`src/rtl/uart_tx_port.sv`:
```
// -----------------------------------------------------------------------------
// uart_tx_port
// Memory-mapped 8N1 UART transmitter for the CPU I/O window. CPU byte writes
// are queued in a small FIFO. A shifter drains the FIFO LSB first.
//
// Register map (offset from BASE_ADDR):
//   0 DATA   (W)   push din into the FIFO (dropped and overflow set if full)
//   1 STATUS (R)   {4'b0, overflow, busy, empty, full}; a read clears overflow
//   2 COUNT  (R)   FIFO occupancy, zero-extended
//   3 CTRL   (R/W) bit0 tx_enable, bit1 flush (self-clearing),
//                  bit2 parity_enable (only with UART_TX_PORT_PARITY_EN)
//
// Ports:
//   clk      system clock, rising edge
//   rst_n    asynchronous active-low reset
//   din      CPU write data
//   address  CPU bus address
//   w_en     write strobe (already window-qualified)
//   r_en     read strobe (already window-qualified)
//   dout     registered read data, valid the cycle after the read
//   tx       serial output, idle high
//   irq      level interrupt: FIFO empty and shifter idle (registered)
//
// Optional feature macro: UART_TX_PORT_PARITY_EN
//   Defined   -> an even-parity bit is sent between the last data bit and
//                the stop bit while CTRL.parity_enable is 1.
//   Undefined -> strict 8N1; CTRL bit2 reads 0 and ignores writes.
// -----------------------------------------------------------------------------
module uart_tx_port #(
    parameter logic [15:0] BASE_ADDR    = 16'h1010,
    parameter int          CLKS_PER_BIT = 1250,
    parameter int          FIFO_DEPTH   = 8
) (
    input  logic        clk,
    input  logic        rst_n,
    input  logic [7:0]  din,
    input  logic [15:0] address,
    input  logic        w_en,
    input  logic        r_en,
    output logic [7:0]  dout,
    output logic        tx,
    output logic        irq
);

    localparam int PTR_W = $clog2(FIFO_DEPTH);
    localparam int CNT_W = $clog2(CLKS_PER_BIT);

    localparam logic [PTR_W:0]   PTR_ONE  = {{PTR_W{1'b0}}, 1'b1};
    localparam logic [CNT_W-1:0] BAUD_ONE = {{(CNT_W-1){1'b0}}, 1'b1};
    localparam logic [CNT_W-1:0] BAUD_MAX = CNT_W'(CLKS_PER_BIT - 1);

    typedef enum logic [2:0] {
        ST_IDLE   = 3'd0,
        ST_START  = 3'd1,
        ST_DATA   = 3'd2,
        ST_PARITY = 3'd3,
        ST_STOP   = 3'd4
    } tx_state_e;

    // Even parity bit: makes the total number of ones (data + parity) even.
    function automatic logic even_parity(input logic [7:0] data);
        return ^data;
    endfunction

    // ------------------------------------------------------------------
    // Bus decode
    // ------------------------------------------------------------------
    logic [15:0] offset_s;
    logic        addr_ok_s;
    logic        push_req_s;
    logic        flush_s;
    logic        ctrl_wr_s;
    logic        status_rd_s;

    // An address below BASE_ADDR wraps to a large offset and is rejected.
    assign offset_s    = address - BASE_ADDR;
    assign addr_ok_s   = (offset_s < 16'd4);
    assign push_req_s  = w_en && addr_ok_s && (offset_s[1:0] == 2'd0);
    assign ctrl_wr_s   = w_en && addr_ok_s && (offset_s[1:0] == 2'd3);
    assign flush_s     = ctrl_wr_s && din[1];
    assign status_rd_s = r_en && addr_ok_s && (offset_s[1:0] == 2'd1);

    // ------------------------------------------------------------------
    // FIFO
    // ------------------------------------------------------------------
    logic [7:0]   mem_r [FIFO_DEPTH];
    logic [PTR_W:0] wr_ptr_r;
    logic [PTR_W:0] rd_ptr_r;
    logic [PTR_W:0] count_s;
    logic         full_s;
    logic         empty_s;
    logic         pop_s;
    logic         push_ok_s;
    logic [7:0]   fifo_rdata_s;

    tx_state_e    state_r;
    tx_state_e    state_nxt_s;
    logic         tx_en_r;
    logic         overflow_r;
    logic         parity_en_s;

    assign count_s      = wr_ptr_r - rd_ptr_r;
    assign empty_s      = (wr_ptr_r == rd_ptr_r);
    assign full_s       = (wr_ptr_r[PTR_W] != rd_ptr_r[PTR_W]) &&
                          (wr_ptr_r[PTR_W-1:0] == rd_ptr_r[PTR_W-1:0]);
    assign fifo_rdata_s = mem_r[rd_ptr_r[PTR_W-1:0]];
    assign pop_s        = (state_r == ST_IDLE) && tx_en_r && !empty_s;
    // A simultaneous pop frees a slot, so a push into a full FIFO is accepted.
    assign push_ok_s    = push_req_s && (!full_s || pop_s);

    // FIFO storage and pointers; flush discards everything queued.
    always_ff @(posedge clk or negedge rst_n) begin
        if (!rst_n) begin
            wr_ptr_r <= '0;
            rd_ptr_r <= '0;
            for (int i = 0; i < FIFO_DEPTH; i++) begin
                mem_r[i] <= 8'h00;
            end
        end else if (flush_s) begin
            rd_ptr_r <= wr_ptr_r;
        end else begin
            if (push_ok_s) begin
                mem_r[wr_ptr_r[PTR_W-1:0]] <= din;
                wr_ptr_r <= wr_ptr_r + PTR_ONE;
            end else begin
                wr_ptr_r <= wr_ptr_r;
            end
            if (pop_s) begin
                rd_ptr_r <= rd_ptr_r + PTR_ONE;
            end else begin
                rd_ptr_r <= rd_ptr_r;
            end
        end
    end

    // ------------------------------------------------------------------
    // Control / status registers
    // ------------------------------------------------------------------
`ifdef UART_TX_PORT_PARITY_EN
    logic parity_en_r;

    // Parity enable bit of CTRL.
    always_ff @(posedge clk or negedge rst_n) begin
        if (!rst_n) begin
            parity_en_r <= 1'b1;
        end else if (ctrl_wr_s) begin
            parity_en_r <= din[2];
        end else begin
            parity_en_r <= parity_en_r;
        end
    end

    assign parity_en_s = parity_en_r;
`else
    assign parity_en_s = 1'b0;
`endif

    // tx_enable bit of CTRL and the sticky overflow flag.
    always_ff @(posedge clk or negedge rst_n) begin
        if (!rst_n) begin
            tx_en_r    <= 1'b1;
            overflow_r <= 1'b0;
        end else begin
            if (ctrl_wr_s) begin
                tx_en_r <= din[0];
            end else begin
                tx_en_r <= tx_en_r;
            end
            // A dropped byte wins over a same-edge STATUS read clear.
            if (push_req_s && !push_ok_s) begin
                overflow_r <= 1'b1;
            end else if (status_rd_s) begin
                overflow_r <= 1'b0;
            end else begin
                overflow_r <= overflow_r;
            end
        end
    end

    // Registered read data; holds when there is no valid read.
    always_ff @(posedge clk or negedge rst_n) begin
        if (!rst_n) begin
            dout <= 8'h00;
        end else if (r_en && addr_ok_s) begin
            case (offset_s[1:0])
                2'd0:    dout <= 8'h00;
                2'd1:    dout <= {4'b0000, overflow_r, (state_r != ST_IDLE), empty_s, full_s};
                2'd2:    dout <= {{(7 - PTR_W){1'b0}}, count_s};
                2'd3:    dout <= {5'b00000, parity_en_s, 1'b0, tx_en_r};
                default: dout <= 8'h00;
            endcase
        end else begin
            dout <= dout;
        end
    end

    // ------------------------------------------------------------------
    // Shifter FSM
    // ------------------------------------------------------------------
    logic [CNT_W-1:0] baud_r;
    logic [CNT_W-1:0] baud_nxt_s;
    logic [2:0]       bit_idx_r;
    logic [2:0]       bit_idx_nxt_s;
    logic [7:0]       shift_r;
    logic             tx_nxt_s;
    logic             baud_last_s;
    logic             par_r;

    assign baud_last_s = (baud_r == BAUD_MAX);

    // FSM state, counters and registered serial/irq outputs.
    always_ff @(posedge clk or negedge rst_n) begin
        if (!rst_n) begin
            state_r   <= ST_IDLE;
            baud_r    <= '0;
            bit_idx_r <= 3'd0;
            tx        <= 1'b1;
            irq       <= 1'b1;
        end else begin
            state_r   <= state_nxt_s;
            baud_r    <= baud_nxt_s;
            bit_idx_r <= bit_idx_nxt_s;
            tx        <= tx_nxt_s;
            irq       <= empty_s && (state_r == ST_IDLE);
        end
    end

    // Frame byte and its parity are captured on the pop edge.
    always_ff @(posedge clk or negedge rst_n) begin
        if (!rst_n) begin
            shift_r <= 8'h00;
            par_r   <= 1'b0;
        end else if (pop_s) begin
            shift_r <= fifo_rdata_s;
            par_r   <= even_parity(fifo_rdata_s);
        end else begin
            shift_r <= shift_r;
            par_r   <= par_r;
        end
    end

    // Next state, baud/bit counters and the line level for the current state.
    always_comb begin
        state_nxt_s   = state_r;
        baud_nxt_s    = baud_r;
        bit_idx_nxt_s = bit_idx_r;
        tx_nxt_s      = 1'b1;
        case (state_r)
            ST_IDLE: begin
                tx_nxt_s = 1'b1;
                if (pop_s) begin
                    state_nxt_s = ST_START;
                    baud_nxt_s  = '0;
                end else begin
                    state_nxt_s = ST_IDLE;
                end
            end
            ST_START: begin
                tx_nxt_s = 1'b0;
                if (baud_last_s) begin
                    state_nxt_s   = ST_DATA;
                    baud_nxt_s    = '0;
                    bit_idx_nxt_s = 3'd0;
                end else begin
                    baud_nxt_s = baud_r + BAUD_ONE;
                end
            end
            ST_DATA: begin
                tx_nxt_s = shift_r[bit_idx_r];
                if (baud_last_s) begin
                    baud_nxt_s = '0;
                    if (bit_idx_r == 3'd7) begin
                        bit_idx_nxt_s = 3'd0;
                        if (parity_en_s) begin
                            state_nxt_s = ST_PARITY;
                        end else begin
                            state_nxt_s = ST_STOP;
                        end
                    end else begin
                        bit_idx_nxt_s = bit_idx_r + 3'd1;
                    end
                end else begin
                    baud_nxt_s = baud_r + BAUD_ONE;
                end
            end
`ifdef UART_TX_PORT_PARITY_EN
            ST_PARITY: begin
                tx_nxt_s = par_r;
                if (baud_last_s) begin
                    state_nxt_s = ST_STOP;
                    baud_nxt_s  = '0;
                end else begin
                    baud_nxt_s = baud_r + BAUD_ONE;
                end
            end
`endif
            ST_STOP: begin
                tx_nxt_s = 1'b1;
                if (baud_last_s) begin
                    state_nxt_s = ST_IDLE;
                    baud_nxt_s  = '0;
                end else begin
                    baud_nxt_s = baud_r + BAUD_ONE;
                end
            end
            default: begin
                state_nxt_s   = ST_IDLE;
                baud_nxt_s    = '0;
                bit_idx_nxt_s = 3'd0;
                tx_nxt_s      = 1'b1;
            end
        endcase
    end

`ifndef UART_TX_PORT_PARITY_EN
    // Parity bit is only consumed when the parity feature is built in.
    logic unused_par_s;
    assign unused_par_s = par_r;
`endif

endmodule

```
`config.mk`:
```
export PLATFORM = sky130hd
export DESIGN_NAME = uart_tx_port
export DESIGN_NICKNAME = d
export VERILOG_FILES = /design/src/rtl/uart_tx_port.sv
export SDC_FILE = /design/constraint.sdc
export NUM_CORES = 1
export LEC_CHECK = 0
export CORE_MARGIN = 1
export CORE_UTILIZATION = 30
export CTS_BUF_LIST = sky130_fd_sc_hd__clkbuf_4 sky130_fd_sc_hd__clkbuf_8 sky130_fd_sc_hd__clkbuf_16
export CTS_CLUSTER_SIZE = 24
export DETAILED_ROUTE_END_ITERATION = 8
export GPL_TIMING_DRIVEN = 1
export PLACE_DENSITY = 0.48
export SYNTH_ARGS = -nofsm -noshare
export SYNTH_HDL_FRONTEND = slang
export SYNTH_SLANG_ARGS = --single-unit
```
`constraint.sdc`:
```
create_clock -name clk -period 5.5 [get_ports clk]
set_clock_uncertainty 0.15 [all_clocks]
set_input_delay 0.825 -clock clk [delete_from_list [all_inputs] [get_ports clk]]
set_output_delay 0.825 -clock clk [all_outputs]
set_load 0.05 [all_outputs]
```
==> results.tsv <==
metric	value	unit
status	finished clean	
setup_viol	0	
cpMostUsedCell	or4_1	
dpl.hpwl	7600	um
grt_pass1_vias	3394	
max-cap-violations	0	
p_leak	2.75	nW
synth_cells	401	
worstSetupStartpointType	input pin	
drive_gt1_share	27.0	%
path_class	in -> reg	
htreeDepth	3	
multiInputGateArea	2470	um^2
vias	3240	
synth_seq_cells	105	
grt_overflow	0	
stdcell_count	657	
fillers	1703	
drc	0	
hold_path.class	reg -> reg	
grt_usage	13.5	%
clk_path_buf_depth	2	
finalHoldViolCount	0	
fin_area	6080	um^2
post_dp_cell_area	5770	um^2
peakVddDrop	0.228	mV
syn_area	5240	um^2
grt_pass1_wl	18500	um
postCtsSetupRepairBufs	0	
place_inst	641	
clock-sinks	105	
crit_fanout	8	
final_common_cell	dfrtp_1	
end_kind	register	
gp_congestion	0.752	
slew_headroom	40.0	%
cts_root_buffer	clkbuf_16	
antenna_cells	0	
syn_area_per_cell	13.1	um^2
nets	470	
wl_per_cell	16.9	um
fp.dieW	134	um
num_io_pins	38	
worstMarginPinSlew	900	ps
ys_warn_count	0	
regArea	2630	um^2
wl	11100	um
fin_crit	3440	ps
rows	47	
start_util	31.2	%
ys_seq_area_share	50.2	%
die_h	134	um
cp_slowest_cell	or4_1	
hold_buffers	0	
die-area	18000	um^2
finalSetupTns	0	ps
final_antenna_net_count	0	
cts_buffers	9	
path_clk_slew	70	ps
synth_cell_types	50	
clock_latency	350	ps
portBuffers	33	
crit_chain	clkdlybuf4s50_1 > or4_1 > and4bb_2 > nand4_4 > or4_1 > mux2_4	
slowest_delay	760	ps
postCtsResizedCells	0	
final_cell_mix	dfrtp_1 (102), mux2_2 (50), clkdlybuf4s50_1 (32)	
rsz0062_at_grt	no	
period_share	62.5	%
cts_tree	built	
cp.arrival	3530	ps
cp.required	5590	ps
area_delta_synth_final	16.0	%
drt_iter0_drc	139	
via_per_inst	4.93	
drv_slew	0	
fmax	291	MHz
fp.coreArea	16800	um^2
power.density	247	nW/um^2
grt_max_degree	70	
post-place-ws	1680	ps
layout_setup_ws	2060	ps
antenna_found_initial	0	
first_pass_iters	4	
==> power breakdown <==
group / internal (mW) / total (mW) / leakage (nW) / switching, mW
logic: 0.0223 / 0.0588 / 1.17 / 0.0365
registers: 0.773 / 0.774 / 1.43 / 0.00169
clock network: 0.364 / 0.668 / 0.149 / 0.303
total: 1.16 / 1.50 / 2.75 / 0.342
==> cells by family after synthesis <==
| kind of cell | count (synthesis) | synth area share [%] |
|---|---|---|
| DFF | 105 | 50.2 |
| muxes | 97 | 25.6 |
| and+or+nand+nor | 94 | 11.0 |
| AOI/OAI and AO/OA | 51 | 5.59 |
| buffers and inverters | 30 | 2.82 |
| xor gates and xnor gates | 13 | 2.17 |
| adders and majority gates | 10 | 2.53 |
| other | 1 | 0.0716 |
==> critical path: cells and delay by family <==
family | cells | cell delay (ps)
mux | 1 | 410
simple gates | 4 | 1890
buf+inv | 1 | 400
==> synth_stat cells, drive strengths merged <==
| library cell | number | area (um^2) |
|---|---|---|
| dfrtp | 102 | 2550 |
| mux2 | 67 | 815 |
| mux4 | 18 | 405 |
| nand2 | 18 | 67.6 |
| o21ai | 18 | 90.1 |
| a21oi | 16 | 80.1 |
| nor2 | 16 | 60.1 |
| buf | 12 | 80.1 |
| mux2i | 12 | 120 |
| inv | 10 | 37.5 |
| xnor2 | 10 | 87.6 |
| ha | 9 | 113 |
| and3 | 8 | 50.1 |
| clkbuf | 8 | 30.0 |
| nand3 | 7 | 35.0 |
| or3 | 7 | 43.8 |
| a31oi | 5 | 31.3 |
| nor2b | 5 | 31.3 |
| nor3 | 5 | 30.0 |
| nor4 | 5 | 61.3 |
| a211oi | 4 | 30.0 |
| a22o | 4 | 35.0 |
| or4 | 4 | 33.8 |
| dfstp | 3 | 78.8 |
| nand2b | 3 | 18.8 |
| nand4 | 3 | 40.0 |
| nor4b | 3 | 26.3 |
| o22ai | 3 | 18.8 |
| xor2 | 3 | 26.3 |
| and2 | 2 | 12.5 |
| and4 | 2 | 17.5 |
| nor3b | 2 | 15.0 |
| or2 | 2 | 12.5 |
| and4bb | 1 | 12.5 |
| conb | 1 | 3.75 |
| fa | 1 | 20.0 |
| nor4bb | 1 | 10.0 |
| o31ai | 1 | 7.51 |
==> through the flow <==
stage / util (%) / power, mW / hold slack [ps]
CTS: 36.1 / 1.53 / 335
global route: 36.1 / 1.57 / 360
floorplan: - / 0.806 / 295
global placement: 34.3 / 0.849 / 312
finish: 36.1 / 1.50 / 332
detailed placement: 34.3 / 0.850 / 320
==> final cells by class <==
cell class	count	share of cell area (%)
inverter	10	0.618
tap	220	4.53
clock buffer	10	3.83
timing repair buffer	37	5.89
clock inverter	6	1.17
sequential	105	43.3
multi-input combinational	269	40.7
==> state kept, by name, summed over array words and instances (netlist names) <==
| signal | flops |
|---|---|
| mem_r | 64 |
| baud_r | 11 |
| shift_r | 8 |
| dout | 4 |
| rd_ptr_r | 4 |
| wr_ptr_r | 4 |
| bit_idx_r | 3 |
| state_r | 3 |
| irq | 1 |
| overflow_r | 1 |
| tx | 1 |
| tx_en_r | 1 |
==> routing by layer <==
metal	up-vias	global-route usage (%)	part of all wire (%)
met5	-	0	0
li1	1535	-	-
met3	4	3.63	2.3
met1	1674	18.1	49
met2	27	21.7	48
met4	0	3.31	0.59
==> worst paths after layout <==
path / start / end / slack [ps] / depth (start not counted)
min in group asynchronous: rst_n / baud_r[8]$_DFFE_PN0P_ / 450 / 1
hold / removal: shift_r[0]$_DFFE_PN0P_ / shift_r[0]$_DFFE_PN0P_ / 330 / 2
setup / recovery: address[7] / mem_r[51]$_DFFE_PN0P_ / 2060 / 6
hold reg to reg: shift_r[0]$_DFFE_PN0P_ / shift_r[0]$_DFFE_PN0P_ / 330 / 2
max in group asynchronous: rst_n / mem_r[48]$_DFFE_PN0P_ / 3710 / 2
setup reg to reg: wr_ptr_r[0]$_DFFE_PN0P_ / mem_r[51]$_DFFE_PN0P_ / 2360 / 7
(Power assumes the default switching activity.)
